## config.mk

```make
export PLATFORM = sky130hd
export DESIGN_NAME = arbitro_vc_rr
export DESIGN_NICKNAME = d
export VERILOG_FILES = /design/src/rtl/arbitro_vc_rr_pkg.sv /design/src/rtl/arbitro_vc_rr_rr_select.sv /design/src/rtl/arbitro_vc_rr.sv
export SDC_FILE = /design/constraint.sdc
export NUM_CORES = 1
export LEC_CHECK = 0
export BUFFER_PORTS_ARGS = -buffer_cell sky130_fd_sc_hd__buf_2
export CAP_MARGIN = 15
export CORE_ASPECT_RATIO = 0.9
export CORE_MARGIN = 4
export CORE_UTILIZATION = 46
export CTS_CLUSTER_SIZE = 24
export DETAILED_ROUTE_END_ITERATION = 8
export PLACE_DENSITY = 0.78
export SYNTH_ARGS = -nofsm -noshare
export SYNTH_HDL_FRONTEND = slang
export SYNTH_HIERARCHICAL = 1
export SYNTH_SLANG_ARGS = --single-unit
```

## constraint.sdc

```tcl
create_clock -name clk -period 1.9 [get_ports clk]
set_input_delay 0 -clock clk [delete_from_list [all_inputs] [get_ports clk]]
set_output_delay 0 -clock clk [all_outputs]
set_load 0.02 [all_outputs]
```

## src/rtl/arbitro_vc_rr_pkg.sv

```systemverilog
// Shared definitions for the VC round-robin scheduler: FSM encodings, VC count,
// pipeline stage-1 record and pointer helper.
package arbitro_vc_rr_pkg;

    localparam int NUM_VC = 4;

    localparam logic [1:0] ST_IDLE  = 2'd0;
    localparam logic [1:0] ST_RUN   = 2'd1;
    localparam logic [1:0] ST_DRAIN = 2'd2;

    typedef struct packed {
        logic       vld;
        logic [1:0] src;
    } s1_t;

    function automatic logic [1:0] ptr_after(input logic [1:0] win);
        return win + 2'd1;
    endfunction

endpackage

```

## src/rtl/arbitro_vc_rr_rr_select.sv

```systemverilog
// Combinational round-robin picker: first requester at or after ptr_i (mod 4)
// wins; returns one-hot grant, winner index and an any-request flag.
module rr_select
    import arbitro_vc_rr_pkg::*;
(
    input  logic [3:0] req_i,
    input  logic [1:0] ptr_i,
    output logic [3:0] gnt_o,
    output logic [1:0] win_o,
    output logic       any_o
);

    // Scan offsets from farthest to nearest so the nearest requester overwrites.
    always_comb begin
        win_o = ptr_i;
        any_o = 1'b0;
        for (int k = NUM_VC - 1; k >= 0; k--) begin
            if (req_i[ptr_i + 2'(k)]) begin
                win_o = ptr_i + 2'(k);
                any_o = 1'b1;
            end
        end
        gnt_o = any_o ? (4'b0001 << win_o) : 4'b0000;
    end

endmodule

```

## src/rtl/arbitro_vc_rr.sv

```systemverilog
// Round-robin mover from 4 input VC FIFOs to 4 output VC FIFOs, routed by the
// word's top two bits. Optional ARBITRO_PRIO0_EN gives VC0 strict priority.
module arbitro_vc_rr
    import arbitro_vc_rr_pkg::*;
#(
    parameter int DW = 6,
    parameter int CW = 8
) (
    input  logic            clk,
    input  logic            reset,
    input  logic            active_in,
    input  logic [3:0]      emp_I,
    input  logic [4*DW-1:0] data_I,
    input  logic [3:0]      almfull_O,
    output logic [3:0]      pop_I,
    output logic [3:0]      push_O,
    output logic [DW-1:0]   data_out,
    output logic [CW-1:0]   xfer_cnt,
    output logic            arb_idle
);

    logic [1:0]    state_q, state_d;
    logic [1:0]    rr_ptr_q;
    s1_t           s1_q;
    logic          vld_s2_q;
    logic [1:0]    dest_q;
    logic [DW-1:0] data_out_q;
    logic [CW-1:0] cnt_q;

    logic [3:0]    req_rr, rr_gnt;
    logic [1:0]    rr_win, win;
    logic          rr_any, vc0_hit, grant_en, ptr_upd;
    logic [DW-1:0] src_word;

`ifdef ARBITRO_PRIO0_EN
    assign req_rr  = ~emp_I & 4'b1110;
    assign vc0_hit = ~emp_I[0];
`else
    assign req_rr  = ~emp_I;
    assign vc0_hit = 1'b0;
`endif

    rr_select u_sel (
        .req_i (req_rr),
        .ptr_i (rr_ptr_q),
        .gnt_o (rr_gnt),
        .win_o (rr_win),
        .any_o (rr_any)
    );

    // Almost-full stalls new grants only; the FIFO margin absorbs in-flight words.
    assign grant_en = (state_q == ST_RUN) && active_in && !(|almfull_O);

    always_comb begin
        pop_I   = 4'b0000;
        win     = rr_win;
        ptr_upd = 1'b0;
        if (grant_en) begin
            if (vc0_hit) begin
                pop_I = 4'b0001;
                win   = 2'd0;
            end else if (rr_any) begin
                pop_I   = rr_gnt;
                ptr_upd = 1'b1;
            end
        end
    end

    // Leave DRAIN once stage 1 is empty: stage 2 retires this cycle, so the
    // pipeline is empty when IDLE is entered.
    always_comb begin
        state_d = state_q;
        case (state_q)
            ST_IDLE:  if (active_in) state_d = ST_RUN;
            ST_RUN:   if (!active_in) state_d = ST_DRAIN;
            ST_DRAIN: begin
                if (active_in)      state_d = ST_RUN;
                else if (!s1_q.vld) state_d = ST_IDLE;
            end
            default:  state_d = ST_IDLE;
        endcase
    end

    assign src_word = data_I[32'(s1_q.src) * DW +: DW];

    always_ff @(posedge clk or posedge reset) begin
        if (reset) begin
            state_q    <= ST_IDLE;
            rr_ptr_q   <= 2'd0;
            s1_q       <= '0;
            vld_s2_q   <= 1'b0;
            dest_q     <= 2'd0;
            data_out_q <= '0;
            cnt_q      <= '0;
        end else begin
            state_q  <= state_d;
            if (ptr_upd) rr_ptr_q <= ptr_after(win);
            s1_q     <= '{vld: |pop_I, src: win};
            vld_s2_q <= s1_q.vld;
            if (s1_q.vld) begin
                data_out_q <= src_word;
                dest_q     <= src_word[DW-1:DW-2];
            end
            if (vld_s2_q) cnt_q <= cnt_q + {{(CW-1){1'b0}}, 1'b1};
        end
    end

    assign push_O   = vld_s2_q ? (4'b0001 << dest_q) : 4'b0000;
    assign data_out = data_out_q;
    assign xfer_cnt = cnt_q;
    assign arb_idle = (state_q == ST_IDLE) && !s1_q.vld && !vld_s2_q;

endmodule
```

After elaboration in Yosys (flattened, before gate mapping):

Cells that the tools add are included.

* register bits: 24
* memory bits (read-only): 0
* input port bits: 35
* memory bits (writable): 0
* memories kept: 0
* latch bits: 0
* output and inout bits: 23

* mux-type cells: 26
* $lt $le $gt $ge: 4
* eq/ne operators: 5
* shifts and indexed selects: 3
* $add $sub $neg: 5
* multiply operators: 1
* reductions and logical operators: 11
* div/mod/pow operators: 0
* bitwise gates (word level): 1

Operators with widths (number)
* $shiftx 24x6->6: 1
* $mux 2: 8
* $lt 2x3->1 const B: 4
* $mux 4: 3
* $mux 1: 10
* $add 8x1->8 const B: 1
* $bmux 1 s2: 4
* $reduce_or 4->1: 2
* $shl 1x2->4 const A: 2
* $pmux 2 s3: 1
* $add 2x1->2 const B: 2
* $add 2x2->2 const B: 2
* $logic_and 1x1->1: 4
* $mul 2x2->4 const B: 1
* $ne 2x2->1 const B: 2
* $not 4->4: 1
* $logic_not 1->1: 3
* $ne 3x3->1 const B: 1
* $reduce_and 3->1: 1
* $eq 2x1->1 const B: 1
* $eq 2x2->1 const B: 1
* $logic_not 2->1: 1

Longest topological paths before layout:

Gate-level depths: netlist (run 1).

* depth in word-level cells: 11
* gate-level depth with buffers: 6
* mapped depth without buffers: 6

Hierarchy:

Netlist (run 1), hierarchy kept.

Modules (own cells, without submodules)
* arbitro_vc_rr: area an instance 1123.6 um^2, instances 1, cells an instance 101, sequential area each 550.5 um^2
* rr_select: area an instance 175.2 um^2, instances 1, cells an instance 29, sequential area each 0.0 um^2

Worst setup path after synthesis (run 1):

Ideal clock, no wire load.

* kind: flip-flop to flip-flop
* from: register rr_ptr_q[1]
* to: register rr_ptr_q[1]
* path slack: 0.367 ns
* required time: 1.775 ns
* arrival: 1.408 ns
* stages on the path, launching flop included: 7
* library setup time: 0.125 ns
* path buffers: 1
* cells stage by stage: dfrtp_1 buf_6 or3_1 nand4b_1 o21ai_1 xor2_1 mux2_4

* elaborated cells between the ends (all ways): 22

RTL lines
* start, declared: RTL line arbitro_vc_rr.sv:23 `logic [1:0] rr_ptr_q;`
* start signal, assigned: RTL line arbitro_vc_rr.sv:97 `if (ptr_upd) rr_ptr_q <= ptr_after(win);`
* $add 2x2->2: RTL line arbitro_vc_rr_rr_select.sv:18, arbitro_vc_rr_rr_select.sv:19
* $bmux 1 s2: RTL line arbitro_vc_rr_rr_select.sv:18 `if (req_i[ptr_i + 2'(k)]) begin`
* $mux 1 (not written as such): RTL line arbitro_vc_rr_rr_select.sv:18
* $mux 2 (3 in a row): RTL line arbitro_vc_rr_rr_select.sv:18
* $mux 2 (*): RTL line arbitro_vc_rr_rr_select.sv:18
* named net rr_win[1]: RTL line arbitro_vc_rr.sv:31 `logic [1:0] rr_win, win;`
* $add 2x1->2 (*): RTL line arbitro_vc_rr_pkg.sv:17 `return win + 2'd1;`

Mark *: on every way through the listed nets, which the timed path passes. The rest lies on a longest branch. The select of a mux whose other input is x is not followed.
A chain may end at the register's enable or synchronous reset.

Final worst setup path (run 1):

* from: register state_q[1]
* to: output pop_I[3]

* longest elaborated chain between the ends: 4

Ends and longest elaborated chain
* start, declared: RTL line arbitro_vc_rr.sv:22 `logic [1:0] state_q, state_d;`
* start signal, assigned: RTL line arbitro_vc_rr.sv:96 `state_q <= state_d;`
* $eq 2x1->1: RTL line arbitro_vc_rr.sv:52 `assign grant_en = (state_q == ST_RUN) && active_in && !(|almfull_O);`
* $logic_and 1x1->1 (2 in a row): RTL line arbitro_vc_rr.sv:52
* $mux 4: RTL line arbitro_vc_rr.sv:58 `if (grant_en) begin`
* end, declared: RTL line arbitro_vc_rr.sv:15 `output logic [3:0] pop_I,`

No other way between the ends.

==> results of run 1 <==
==> critical path, delay by kind of cell, from the launching register on <==
family	cells	cell delay, ns
DFF	1	0.42
and+or+nand+nor	3	0.84
buffers and inverters	1	0.16
==> kinds of logic (layout without fill, tap and decap cells) <==
group	after synthesis	after routing	share of synthesized area, %
XOR/XNOR	8	8	5.39
flip-flops	22	22	42.4
adder cells (fa/ha/maj)	1	1	0.963
AND/OR/NAND/NOR	48	48	23.0
buffers and inverters	12	75	4.05
multiplexers	15	15	12.6
AO/OA/AOI/OAI	24	24	11.6
==> sequential cells by signal (all words and copies together), names as in the netlist <==
name      cells
xfer_cnt      8
rr_ptr_q      2
state_q       2
s1_q          3
dest_q        2
vld_s2_q      1
data_out      4
==> cells in the final DEF (no fill, tap or decap), drive strengths merged <==
master / instances
a21boi: 1
a21oi: 10
a22oi: 1
and2: 4
and3: 3
buf: 57
clkbuf: 4
dfrtp: 22
dlygate4sd3: 6
ha: 1
inv: 8
mux2: 8
mux2i: 7
nand2: 8
nand2b: 5
nand3: 2
nand3b: 3
nand4: 3
nand4b: 1
nor2: 6
nor2b: 7
nor3: 1
nor3b: 1
nor4: 1
nor4b: 1
o21ai: 7
o221a: 2
o221ai: 1
o22ai: 1
o41a: 1
or3: 1
or4b: 1
xnor2: 4
xor2: 4
==> metal layers <==
metal	vias to the layer above	GRT usage [%]	wire (um)
met1	551	21.6	1330
met3	2	3.05	301
met4	0	6.77	30
met2	62	27.2	1340
li1	590	-	-
met5	-	0	0
==> worst paths after layout <==
| path | to | slack, ns | depth (start not counted) |
|---|---|---|---|
| max reg2reg | data_out[0]$_DFFE_PP0P_ | 0.25 | 3 |
| max | pop_I[3] | 0.18 | 4 |
| min | data_out[2]$_DFFE_PP0P_ | 0.009 | 3 |
| min in group asynchronous | dest_q[1]$_DFFE_PP0P_ | 0.39 | 3 |
| max in group asynchronous | rr_ptr_q[0]$_DFFE_PP0P_ | 1.02 | 3 |
| min reg2reg | xfer_cnt[7]$_DFFE_PP0P_ | 0.47 | 1 |
==> where the power goes <==
group	switching, W	total [W]	internal, W
registers	0.000105	0.000643	0.000538
clock network	0.000132	0.000249	0.000117
logic	0.000211	0.000440	0.000228
==> cell type report <==
type | instances | area share (%)
Multi-Input combinational cell | 96 | 40.7
Timing Repair Buffer | 63 | 20.2
Inverter | 8 | 1.76
Tap cell | 40 | 2.93
Sequential cell | 22 | 32.2
Clock buffer | 4 | 2.12
==> per-stage QoR <==
step | cells | hold slack [ns]
finish | 233 | 0.00851
global route | 233 | 0.00800
CTS | 233 | 0.00227
detailed placement | 223 | 0.183
global placement | 223 | 0.179
floorplan | 130 | -0.0108
==> results.md, run 1 <==
* Post-synth EDFFs at 0
* Slew margin rel. at 47.0%
* Fin. Hold Viols at 0
* Final setup fails at 0
* Maximum VDD drop at 313 uV
* Yosys reg bits at 22
* DR pass1 iterations at 4
* Total grt overflow at 0
* First-pass GRT wire length at 5030 um
* Fmax at 0.581 GHz
* Dominant synthesized flop cell: dfrtp_1
* Number of DRC markers in iteration 0 at 55
* Ys async rst share at 100%
* Power Dens Cells at 780 mW/mm^2
* Synth area leader: dfrtp_1
* Area growth, synth to finish at 31.5%
* All-layer global routing usage at 16.5%
* Share of post-route cells with drive strength above 1 at 40.4%
* Final Wtd Congestion at 0.818
* Number of global-route vias before repair at 1129
* Critical path launch point type: flop
* Most frequent cell after synthesis: dfrtp_1
* Synth Instances at 130
* DR vias at 1205
* Setup WS pre-CTS at 0.313 ns
* Setup tns final at 0 ns
* Worst-path clk slew at 0.11 ns
* Slew Viols, Final at 0
* Routed WL at 2990 um
* Placed inst area at 0.00161 mm^2
* Clock sinks at 22
* Post-Synthesis Cell Area at 0.00130 mm^2
* CTS Root Cell: clkbuf_4
* MaxCap Viol Count at 0
* CTS tree: built
* Post-CTS Hold Buffers at 6
* Clk buf depth at 2
* Syn Nets at 166
* Sequential share of the synthesized area at 42.4%
* Critical path class: reg2out
* Static Leakage at 0.898 nW
* Site row count at 18
* Worst setup startpoint: state_q[1]$_DFFE_PP0P_
* IO buf count at 57
* Initial antenna violation count at 0
* Syn_area_per_cell at 9.99 um^2
* Clk_skew at 0.00120 ns
* Worst Setup End Kind: output pin
* CP Cell Sequence: nand2b_1 -> nor4b_4 -> and2_2 -> buf_2
* Core box area at 0.00273 mm^2
* Chip Width at 64.0 um
* Clock Latency Late Sink at 0.30 ns
* Crit path DAT at 1.72 ns
* Area of the multi-input gates at 696 um^2
* Reg2reg start: s1_q[0]$_DFF_PP0_
* Post-cts sizing count at 0
* Post-CTS setup buffers at 0
* Average wire per standard cell at 12.8 um
* Tot Pwr at 0.00133 W
* Register area at 551 um^2
* WP data required at 1.90 ns
* Residual DRC at 0
* Final Cycle Share at 90.5%
* Worst Tran Pin Value at 0.794 ns
* Final worst setup slack at 0.180 ns
* RSZ-0062 raised after global routing: false
* Largest net degree at the start of global routing at 23
* Worst min-delay path class: in2reg
* Die H at 58.4 um
* Synth warnings at 6
* Top cells by count, synth: 22 x dfrtp_1, 10 x a21oi_1, 8 x inv_1, 8 x nand2_1
* Dominant cells by area after synthesis: dfrtp_1 42%, mux2_2 6.1%, mux2i_1 5.4%
* Initial core utilization at 47.7%
* Layout Nets at 230
* Status: complete, no violations
* Via density at 5.17
* H-Tree Depth at 1
* Post-route ant nets at 0
* Util after Layout at 62.7%
* CP max stage delay at 0.42 ns
* Fill cells at 233
* Num CTS Buffers at 3
* Area share of the largest cell type after synthesis at 42.4%
* Crit path time final at 1.72 ns
* Ports at 58
* Synth cell types at 36
* Finished Cell Area at 0.00171 mm^2
* DIE AREA at 0.00374 mm^2
* Hold wc startpoint: data_I[20]
* CP Max Fanout at 7
* HPWL Detailed at 2330 um
* N_diodes at 0
* Critical-path top delay cell: dfrtp_1
Power figures use the tool's default switching activity.
==> inputs of run 2 (changes only) <==
CORE_UTILIZATION = 45   (was 46)
PLACE_DENSITY = 0.79   (was 0.78)
SYNTH_HIERARCHICAL = default   (was 1)
==> run 2 against run 1 <==
Against the previous run: combinational power decreased by 10%; global-route usage increased by 1.1 points; non-clock buffer count decreased by 2; maximum frequency increased by 1.9%; register-to-register slack improved by 0.13 ns; clock power increased by 41%; design area decreased by 9.4%; critical path depth increased by 1; cell count decreased by 20%; sequential power about the same; largest cell class unchanged; sequential share of layout area increased by 3.3 points; synthesized cell count decreased by 26%.
==> results.md, run 2 <==
* Status: complete, no violations
* Most frequent cells in the layout: 57 x buf_2, 22 x dfrtp_1, 9 x nand2_1
* DR pass1 iterations at 4 (unchanged)
* IO buf count at 57 (unchanged)
* Synth Instances at 96 (-26%)
* Yosys reg bits at 22 (unchanged)
* Register area at 551 um^2 (unchanged)
* Top cells by count, synth: 22 x dfrtp_1, 9 x nand2_1, 7 x nor2_1
* Crit path time final at 1.69 ns (-0.0327 ns)
* WP data required at 1.90 ns (about the same)
* Critical-path top delay cell: dfrtp_1
* Largest net degree at the start of global routing at 23 (unchanged)
* Setup tns final at 0 ns (unchanged)
* Share of post-route cells with drive strength above 1 at 50.0% (+9.6 points)
* Area share of the largest cell type after synthesis at 47.5% (+5.1 points)
* Hold wc startpoint: almfull_O[2]
* Final Cycle Share at 88.8% (-1.7 points)
* Maximum VDD drop at 774 uV (+150%)
* Post-route ant nets at 0 (unchanged)
* Fin. Hold Viols at 0 (unchanged)
* Area growth, synth to finish at 33.4%
* Worst hold slack at 0.0536 ns (+0.0451 ns)
* Total grt overflow at 0 (unchanged)
* Clk buf depth at 2 (unchanged)
* Synth cell types at 29 (-19%)
* Initial antenna violation count at 0 (unchanged)
* Worst min-delay path class: in2reg
* CTS tree: built
* CP max stage delay at 0.42 ns (about the same)
* Commonest non-fill, non-tap cell in the layout: buf_2
* Site row count at 17 (-1)
* Crit path DAT at 1.69 ns (-0.03 ns)
* Fmax at 0.593 GHz (+1.9%)
* Layout Nets at 195 (-15%)
* Core box area at 0.00247 mm^2 (-9.5%)
* Routed WL at 2790 um (-6.6%)
* Chip Width at 61.5 um (-3.9%)
* Number of DRC markers in iteration 0 at 27 (-51%)
* Power Dens Cells at 896 mW/mm^2 (+15%)
* Final Wtd Congestion at 0.800 (-2.1%)
* Ports at 58 (unchanged)
* Most frequent cell after synthesis: dfrtp_1
* Area of the multi-input gates at 578 um^2 (-17%)
* Final setup fails at 0 (unchanged)
* Ys async rst share at 100% (unchanged)
* Fill cells at 202 (-13%)
* First-pass GRT wire length at 4600 um (-8.6%)
* Synth warnings at 0 (-6)
* DIE AREA at 0.00345 mm^2 (-7.6%)
* Clock Latency Late Sink at 0.30 ns (about the same)
* Worst Setup End Kind: output pin
* Num CTS Buffers at 3 (unchanged)
* MaxCap Viol Count at 0 (unchanged)
* Dominant synthesized flop cell: dfrtp_1
* Post-cts sizing count at 0 (unchanged)
* Slew margin rel. at 45.9% (-1.2 points)
* Initial core utilization at 47.0% (-0.65 points)
* Number of global-route vias before repair at 1020 (-9.7%)
* DR vias at 983 (-18%)
* H-Tree Depth at 1 (unchanged)
* CP Max Fanout at 8 (+1)
* HPWL Detailed at 2210 um (-5.0%)
* Clk_skew at 0.00400 ns (+0.00280 ns)
* Critical path class: reg2out
* CTS Root Cell: clkbuf_4
* Critical path launch point type: flop
* Post-Synthesis Cell Area at 0.00116 mm^2 (-11%)
* RSZ-0062 raised after global routing: false
* Static Leakage at 0.812 nW (-9.6%)
* FF-to-FF End: data_out[1]$_DFFE_PP0P_
* Reg2reg start: s1_q[0]$_DFF_PP0_
* Via density at 5.28 (+2.2%)
* Post-synth EDFFs at 0 (unchanged)
* All-layer global routing usage at 17.6% (+1.1 points)
* Worst-path clk slew at 0.11 ns (about the same)
* Syn_area_per_cell at 12.1 um^2 (+21%)
* Average wire per standard cell at 15.0 um (+17%)
* WHS Endpoint: s1_q[2]$_DFF_PP0_
* Dominant cells by area after synthesis: dfrtp_1 47%, mux4_2 12%, mux2_4 7.8%
* Reg2Reg Depth at 2 (-1)
* Largest register FFs at 8 (unchanged)
* Die H at 56.2 um (-3.8%)
* CP Cell Sequence: nand2b_1 -> nor3_1 -> nand4_2 -> nor3b_1 -> buf_2
* Worst Tran Pin Value at 0.811 ns (+0.0173 ns)
* N_diodes at 0 (unchanged)
* Syn Nets at 132 (-20%)
* Worst setup startpoint: state_q[1]$_DFFE_PP0P_
* Clock sinks at 22 (unchanged)
* Hold depth at 4 (+1)
* Worst R2R Setup Slack at 0.38 ns (+0.13 ns)
* Sequential share of the synthesized area at 47.5% (+5.1 points)
* Residual DRC at 0 (unchanged)
* Slew Viols, Final at 0 (unchanged)
* Synth area leader: dfrtp_1
[run 2: logic make-up (layout without fill, tap and decap cells)]
group / count (synthesis) / after routing / share of synthesized area, %
mux: 13 / 13 / 20.4
flops: 22 / 22 / 47.5
compound gates: 11 / 11 / 6.36
buf+inv: 6 / 68 / 2.70
fa+ha+maj: 1 / 1 / 1.08
xor+xnor: 8 / 8 / 6.04
simple gates: 35 / 35 / 16.0
[run 2: power breakdown]
group | switching, W | internal, W | total [W] | leakage [nW]
sequential | 0.000103 | 0.000538 | 0.000640 | 0.292
combinational | 0.000180 | 0.000216 | 0.000396 | 0.492
clock | 0.000136 | 0.000213 | 0.000350 | 0.0279
[run 2: per-layer routing]
| layer | wire, um | track usage [%] | up-vias |
|---|---|---|---|
| li1 | - | - | 467 |
| met1 | 1080 | 19.8 | 476 |
| met2 | 1490 | 31.5 | 32 |
| met3 | 165 | 5.10 | 8 |
| met4 | 64 | 4.24 | 0 |
| met5 | 0 | 0 | - |
[run 2: stage by stage]
stage          setup slack [ns]  instances  area [um^2]  util, %  total power, W
5_1_grt                  0.0111        186         1550     62.7         0.00146
2_1_floorplan             0.431         96         1160        -        0.000912
3_5_place_dp              0.376        178         1460     59.2         0.00104
3_3_place_gp              0.445        178         1460     59.2         0.00102
6_report                  0.213        186         1550     62.7         0.00139
4_1_cts                   0.158        184         1530     62.1         0.00140
[run 2: how the worst max path moves through the flow]
stage / to / slack (ns)
after floorplan: pop_I[1] / 0.43
after global placement: data_out[0]$_DFFE_PP0P_ / 0.45
after detailed placement: data_out[1]$_DFFE_PP0P_ / 0.38
after CTS: pop_I[1] / 0.16
after global routing: pop_I[1] / 0.01
final: pop_I[1] / 0.21
[run 2: what timing repair did]
item / CTS / global route
hold endpoints to repair: 24 / 0
endpoints found under the setup margin: 0 / 3
hold buffers: 2 / 0
setup buffers: 0 / 2
[run 2: final cells by class]
cell class	count	share of cell area (%)
multi-input cells	68	37.3
flip-flops and latches	22	35.6
repair buffers	61	20.7
well taps	28	2.26
clock inverters	1	1.94
clock buffers	3	1.46
inverters	3	0.728
[run 2: worst max-delay path, delay by kind of cell (launching register included)]
kind	cells	cell delay (ns)
DFF	1	0.42
and+or+nand+nor	4	0.78
buffers and inverters	1	0.19
